### src/rtl/vga_sync_decoder.sv
// Recovers pixel coordinates and strobes from a hsync/vsync/video_on stream,
// measures line/frame periods and tracks timing lock.
//   state    | meaning
//   UNLOCKED | waiting for the first vsync fall
//   ACQUIRE  | counting consecutive clean frames
//   LOCKED   | timing stable, any error drops back to ACQUIRE
module vga_sync_decoder #(
  parameter int H_TOTAL     = 800,
  parameter int V_TOTAL     = 525,
  parameter int LOCK_FRAMES = 2
) (
  input  logic       clk,
  input  logic       rst,
  input  logic       hsync_in,
  input  logic       vsync_in,
  input  logic       video_on_in,
  output logic [9:0] x_out,
  output logic [9:0] y_out,
  output logic       pix_valid,
  output logic       line_start,
  output logic       frame_start,
  output logic [9:0] h_total_meas,
  output logic [9:0] v_total_meas,
  output logic       h_err,
  output logic       v_err,
  output logic       locked
);

  localparam logic [10:0] H_TOT   = 11'(H_TOTAL);
  localparam logic [9:0]  V_TOT   = 10'(V_TOTAL);
  localparam logic [3:0]  LOCK_N  = 4'(LOCK_FRAMES);
  localparam logic [9:0]  CNT_MAX = 10'd1023;
  localparam logic [9:0]  CNT_PRE = 10'd1022;

  typedef enum logic [1:0] {UNLOCKED, ACQUIRE, LOCKED} lock_state_t;

  logic        hsync_q, hsync_d, vsync_q, vsync_d, video_q, video_d;
  logic        h_fall, v_fall, vid_rise, vid_fall;
  logic [9:0]  h_cnt, v_lcnt;
  logic [10:0] h_cnt_inc;
  logic        hmeas_ok, vmeas_ok, v_fall_r;
  lock_state_t state;
  logic [3:0]  good_cnt, good_cnt_inc;
  logic        frame_bad, any_err;

  assign h_fall       = hsync_d & ~hsync_q;
  assign v_fall       = vsync_d & ~vsync_q;
  assign vid_rise     = video_q & ~video_d;
  assign vid_fall     = video_d & ~video_q;
  assign h_cnt_inc    = {1'b0, h_cnt} + 11'd1;
  assign good_cnt_inc = good_cnt + 4'd1;
  assign any_err      = h_err | v_err;

  always_ff @(posedge clk or negedge rst) begin
    if (!rst) begin
      hsync_q <= 1'b0;
      hsync_d <= 1'b0;
      vsync_q <= 1'b0;
      vsync_d <= 1'b0;
      video_q <= 1'b0;
      video_d <= 1'b0;
    end else begin
      hsync_q <= hsync_in;
      hsync_d <= hsync_q;
      vsync_q <= vsync_in;
      vsync_d <= vsync_q;
      video_q <= video_on_in;
      video_d <= video_q;
    end
  end

  // First fall after reset only arms the comparison; timeout fires once on reaching saturation.
  always_ff @(posedge clk or negedge rst) begin
    if (!rst) begin
      h_cnt        <= '0;
      h_total_meas <= '0;
      hmeas_ok     <= 1'b0;
      h_err        <= 1'b0;
    end else if (h_fall) begin
      h_total_meas <= (h_cnt == CNT_MAX) ? CNT_MAX : h_cnt_inc[9:0];
      h_cnt        <= '0;
      hmeas_ok     <= 1'b1;
      h_err        <= hmeas_ok && (h_cnt_inc != H_TOT);
    end else begin
      if (h_cnt != CNT_MAX) begin
        h_cnt <= h_cnt + 10'd1;
      end
      h_err <= (h_cnt == CNT_PRE);
    end
  end

  always_ff @(posedge clk or negedge rst) begin
    if (!rst) begin
      v_lcnt       <= '0;
      v_total_meas <= '0;
      vmeas_ok     <= 1'b0;
      v_err        <= 1'b0;
      v_fall_r     <= 1'b0;
    end else begin
      v_fall_r <= v_fall;
      if (v_fall) begin
        v_total_meas <= v_lcnt;
        v_lcnt       <= h_fall ? 10'd1 : 10'd0;
        vmeas_ok     <= 1'b1;
        v_err        <= vmeas_ok && (v_lcnt != V_TOT);
      end else begin
        if (h_fall && (v_lcnt != CNT_MAX)) begin
          v_lcnt <= v_lcnt + 10'd1;
        end
        v_err <= h_fall && (v_lcnt == CNT_PRE);
      end
    end
  end

  always_ff @(posedge clk or negedge rst) begin
    if (!rst) begin
      x_out       <= '0;
      y_out       <= '0;
      pix_valid   <= 1'b0;
      line_start  <= 1'b0;
      frame_start <= 1'b0;
    end else begin
      pix_valid   <= video_q;
      line_start  <= vid_rise;
      frame_start <= vid_rise && (y_out == 10'd0);
      if (vid_rise) begin
        x_out <= '0;
      end else if (video_q && (x_out != CNT_MAX)) begin
        x_out <= x_out + 10'd1;
      end
      if (v_fall) begin
        y_out <= '0;
      end else if (vid_fall && (y_out != CNT_MAX)) begin
        y_out <= y_out + 10'd1;
      end
    end
  end

  // Reacts to the registered error pulses, so locked falls the clock after h_err/v_err.
  always_ff @(posedge clk or negedge rst) begin
    if (!rst) begin
      state     <= UNLOCKED;
      good_cnt  <= '0;
      frame_bad <= 1'b0;
      locked    <= 1'b0;
    end else begin
      case (state)
        UNLOCKED: begin
          if (v_fall_r) begin
            state     <= ACQUIRE;
            good_cnt  <= '0;
            frame_bad <= 1'b0;
          end
        end
        ACQUIRE: begin
          if (any_err) begin
            good_cnt  <= '0;
            frame_bad <= ~v_fall_r;
          end else if (v_fall_r) begin
            frame_bad <= 1'b0;
            if (!frame_bad) begin
              good_cnt <= good_cnt_inc;
              if (good_cnt_inc >= LOCK_N) begin
                state  <= LOCKED;
                locked <= 1'b1;
              end
            end
          end
        end
        LOCKED: begin
          if (any_err) begin
            state     <= ACQUIRE;
            locked    <= 1'b0;
            good_cnt  <= '0;
            frame_bad <= ~v_fall_r;
          end
        end
        default: begin
          state  <= UNLOCKED;
          locked <= 1'b0;
        end
      endcase
    end
  end

endmodule

### config.mk
export PLATFORM = sky130hd
export DESIGN_NAME = vga_sync_decoder
export DESIGN_NICKNAME = d
export VERILOG_FILES = /design/src/rtl/vga_sync_decoder.sv
export SDC_FILE = /design/constraint.sdc
export NUM_CORES = 1
export LEC_CHECK = 0
export CORE_MARGIN = 2
export CORE_UTILIZATION = 45
export CTS_BUF_LIST = sky130_fd_sc_hd__clkbuf_16
export CTS_CLUSTER_DIAMETER = 100
export DETAILED_ROUTE_END_ITERATION = 7
export PLACE_DENSITY = 0.66
export SLEW_MARGIN = 5
export SYNTH_ARGS = -nofsm -noshare
export SYNTH_HDL_FRONTEND = slang
export SYNTH_SLANG_ARGS = --single-unit
### constraint.sdc
create_clock -name clk -period 2.2 [get_ports clk]
set_clock_uncertainty 0.2 [all_clocks]
set_input_delay 0.44 -clock clk [delete_from_list [all_inputs] [get_ports clk]]
set_output_delay 0.44 -clock clk [all_outputs]
set_load 0.02 [all_outputs]
==> results.md <==
* CTS H-tree depth at 3
* CTS Buf Count at 9
* Worst Hold Margin at 165 ps
* DR vias at 3101
* Top-area cell type share of the netlist area at 51.8%
* Worst-path clk slew at 60 ps
* Total congestion overflow at 0
* Total of max-cap violations at 0
* Tcrit/Tclk final at 96.2%
* Buffers added on ports at 50
* # rows at 34
* Warnings from Yosys at 0
* Routed Antenna Nets at 0
* Syn nets at between 400 and 500
* Placement Setup Slack at 74.6 ps
* Sequential share of the synthesized area at 51.8%
* Diodes inserted at 0
* Clock buffer depth at 2
* CP max FO at 5
* Crit path time final at about 2100 ps
* Final net count at roughly 490
* Worst min-delay path class: reg2reg
* Worst Path Required at around 2200 ps
* Netlist cell types at 51
* Area growth syn-to-layout at 25.1%
* GPL Wtd Cong at 0.860
* Setup Crit Path Kind: reg2reg
* Crit path cell chain: or4b_1, a22oi_1, o41ai_2, a21oi_1, mux2_2
* Synth area leaders: dfrtp_1 (52%), nand2_1 (5.8%), nor2_1 (5.4%)
* Setup bufs post-CTS at 0
* First-pass GRT wire length at 14.1 mm
* All-Layer GR Usage at 17.9%
* Post_cts resized at 0
* Synth Cell Area at 3910 µm²
* Post-layout util at 56.9%
* Initial Utilization at 45.5%
* Setup TNS after final layout at 0 ps
* Most used DFF post-synth: dfrtp_1
* Post-DR vias/cell at 5.34
* Fmax at 472 MHz
* DPL Wire Length at roughly 5.4 mm
* Lkg Pwr at between 2 and 2.5 nW
* CP arrival at 2130 ps
* Largest net degree at the start of global routing at 36
* Final Hold Viols at 0
* Syn Inst Count at 406
* Initial drt markers at 121
* CTS tree: built
* Post-Route WL at 7.95 mm
* Setup violations, final at 0
* Share of cells above drive strength 1 at 7.61%
* Post-synth top cells: dfrtp_1 (81), nand2_1 (60), nor2_1 (56)
* Total power at 4.08 mW
* Most frequent cell after synthesis: dfrtp_1
* Largest area contributor in the netlist: dfrtp_1
* CTS root buf: clkbuf_16
* IR drop worst, VDD at 451 µV
* Fraction of registers with async set/reset at 100%
* Max_slew headroom at 55.9%
* Mean Syn Cell Area at ~9.6 µm²
* DR pass1 iterations at 4
* Die Footprint at approximately 9500 µm²
* Clk sinks at 81
* Die extent in x at about 97 µm
* Core Area at 8590 µm²
* Final worst slack at 82.8 ps
* Max stage delay on crit path at about 550 ps
* Worst-Skew Late Latency at 330 ps
* Crit. End Element: flop
* CP max stage cell: or4b_1
* Die H at 97.2 µm
* Io pins at roughly 50
* Antenna violations before repair at 0
* Tightest Pin Transition at around 660 ps
* Fin. max-slew vios at 0
* PwrDens at 833 nW/µm²
* EDFF count, synth at 0
* Number of global-route vias before repair at around 3000
* Remaining DRCs at 0
* Status: finished, final reports clean
* Per-cell routed wire length at between 10 and 15 µm
* FF+latch count, synth at 81
* CP startpoint kind: flop
* Unrepaired setup endpoints after global routing: true
[layout make-up]
cell class	count	area, µm²
clock buffers	9	225
repair buffers	64	618
clock inverters	6	51.3
inverters	15	56.3
flip-flops and latches	81	2030
fillers	796	3700
well taps	108	135
multi-input cells	298	1780
[state kept, by name, indices dropped and copies added, names as in the netlist, 2 cells and up]
| name | flops |
|---|---|
| h_cnt | 10 |
| h_total_meas | 10 |
| v_total_meas | 10 |
| x_out | 10 |
| state | 2 |
| good_cnt | 4 |
| v_lcnt | 10 |
| y_out | 10 |
[metal layers]
layer | GRT usage [%] | up-vias | routed length (µm)
li1 | - | 1535 | -
met1 | 25.6 | 1511 | 3900
met2 | 27.5 | 43 | 3740
met3 | 3.09 | 12 | 186
met4 | 6.73 | 0 | 127
met5 | 0 | - | 0
[what timing repair did]
action | in CTS | in global routing
endpoints found under the hold margin | 33 | 0
hold buffers | 1 | 0
setup endpoints to repair | 0 | 1
[cells in the final DEF, fill, tap and decap left out, types with 11 or more instances in the layout]
cell type / instances
a21oi_1: 11
buf_4: 13
clkdlybuf4s50_1: 49
dfrtp_1: 81
ha_1: 14
inv_1: 16
nand2_1: 60
nand3_1: 15
nor2_1: 56
o21ai_0: 24
xnor2_1: 13
xor2_1: 14
[critical path, delay by kind of cell, from the launching register on]
family,cells,cell delay [ps]
compound gates,3,510
flops,1,400
mux,1,340
simple gates,1,550
[power by group]
group / switching (mW) / leakage [nW] / total (mW) / internal [mW]
clock: 0.564 / 0.141 / 1.42 / 0.856
sequential: 0.140 / 1.08 / 1.77 / 1.63
combinational: 0.490 / 0.975 / 0.888 / 0.398
total: 1.19 / 2.19 / 4.08 / 2.88
[worst paths after layout]
| kind | startpoint | to | slack (ps) | cells past startpoint |
|---|---|---|---|---|
| worst max-delay path | frame_bad$_DFFE_PN0P_ | state[1]$_DFFE_PN0P_ | 80 | 5 |
| min in group asynchronous | rst | y_out[0]$_DFFE_PN0P_ | 390 | 2 |
| worst min-delay path | vsync_q$_DFF_PN0_ | vsync_d$_DFF_PN0_ | 170 | 0 |
| worst max register to register | frame_bad$_DFFE_PN0P_ | state[1]$_DFFE_PN0P_ | 80 | 5 |
| worst min register to register | vsync_q$_DFF_PN0_ | vsync_d$_DFF_PN0_ | 170 | 0 |
| max in group asynchronous | rst | v_lcnt[9]$_DFFE_PN0P_ | 830 | 3 |
[cells by family (layout without fill, tap and decap cells)]
group           Yosys count  after routing  synth area share (%)
xor+xnor                 27             27                  6.05
buf+inv                  27             94                  2.65
flops                    81             81                  51.8
fa+ha+maj                14             14                  4.48
simple gates            189            189                  23.2
compound gates           64             64                  10.7
mux                       4              4                  1.12
[metrics by stage]
step,instances,instance area (µm²)
2_1_floorplan,406,3910
3_3_place_gp,565,4610
3_5_place_dp,565,4610
4_1_cts,581,4890
5_1_grt,581,4890
6_report,581,4890
No activity file was read; power rests on OpenSTA's default activity.
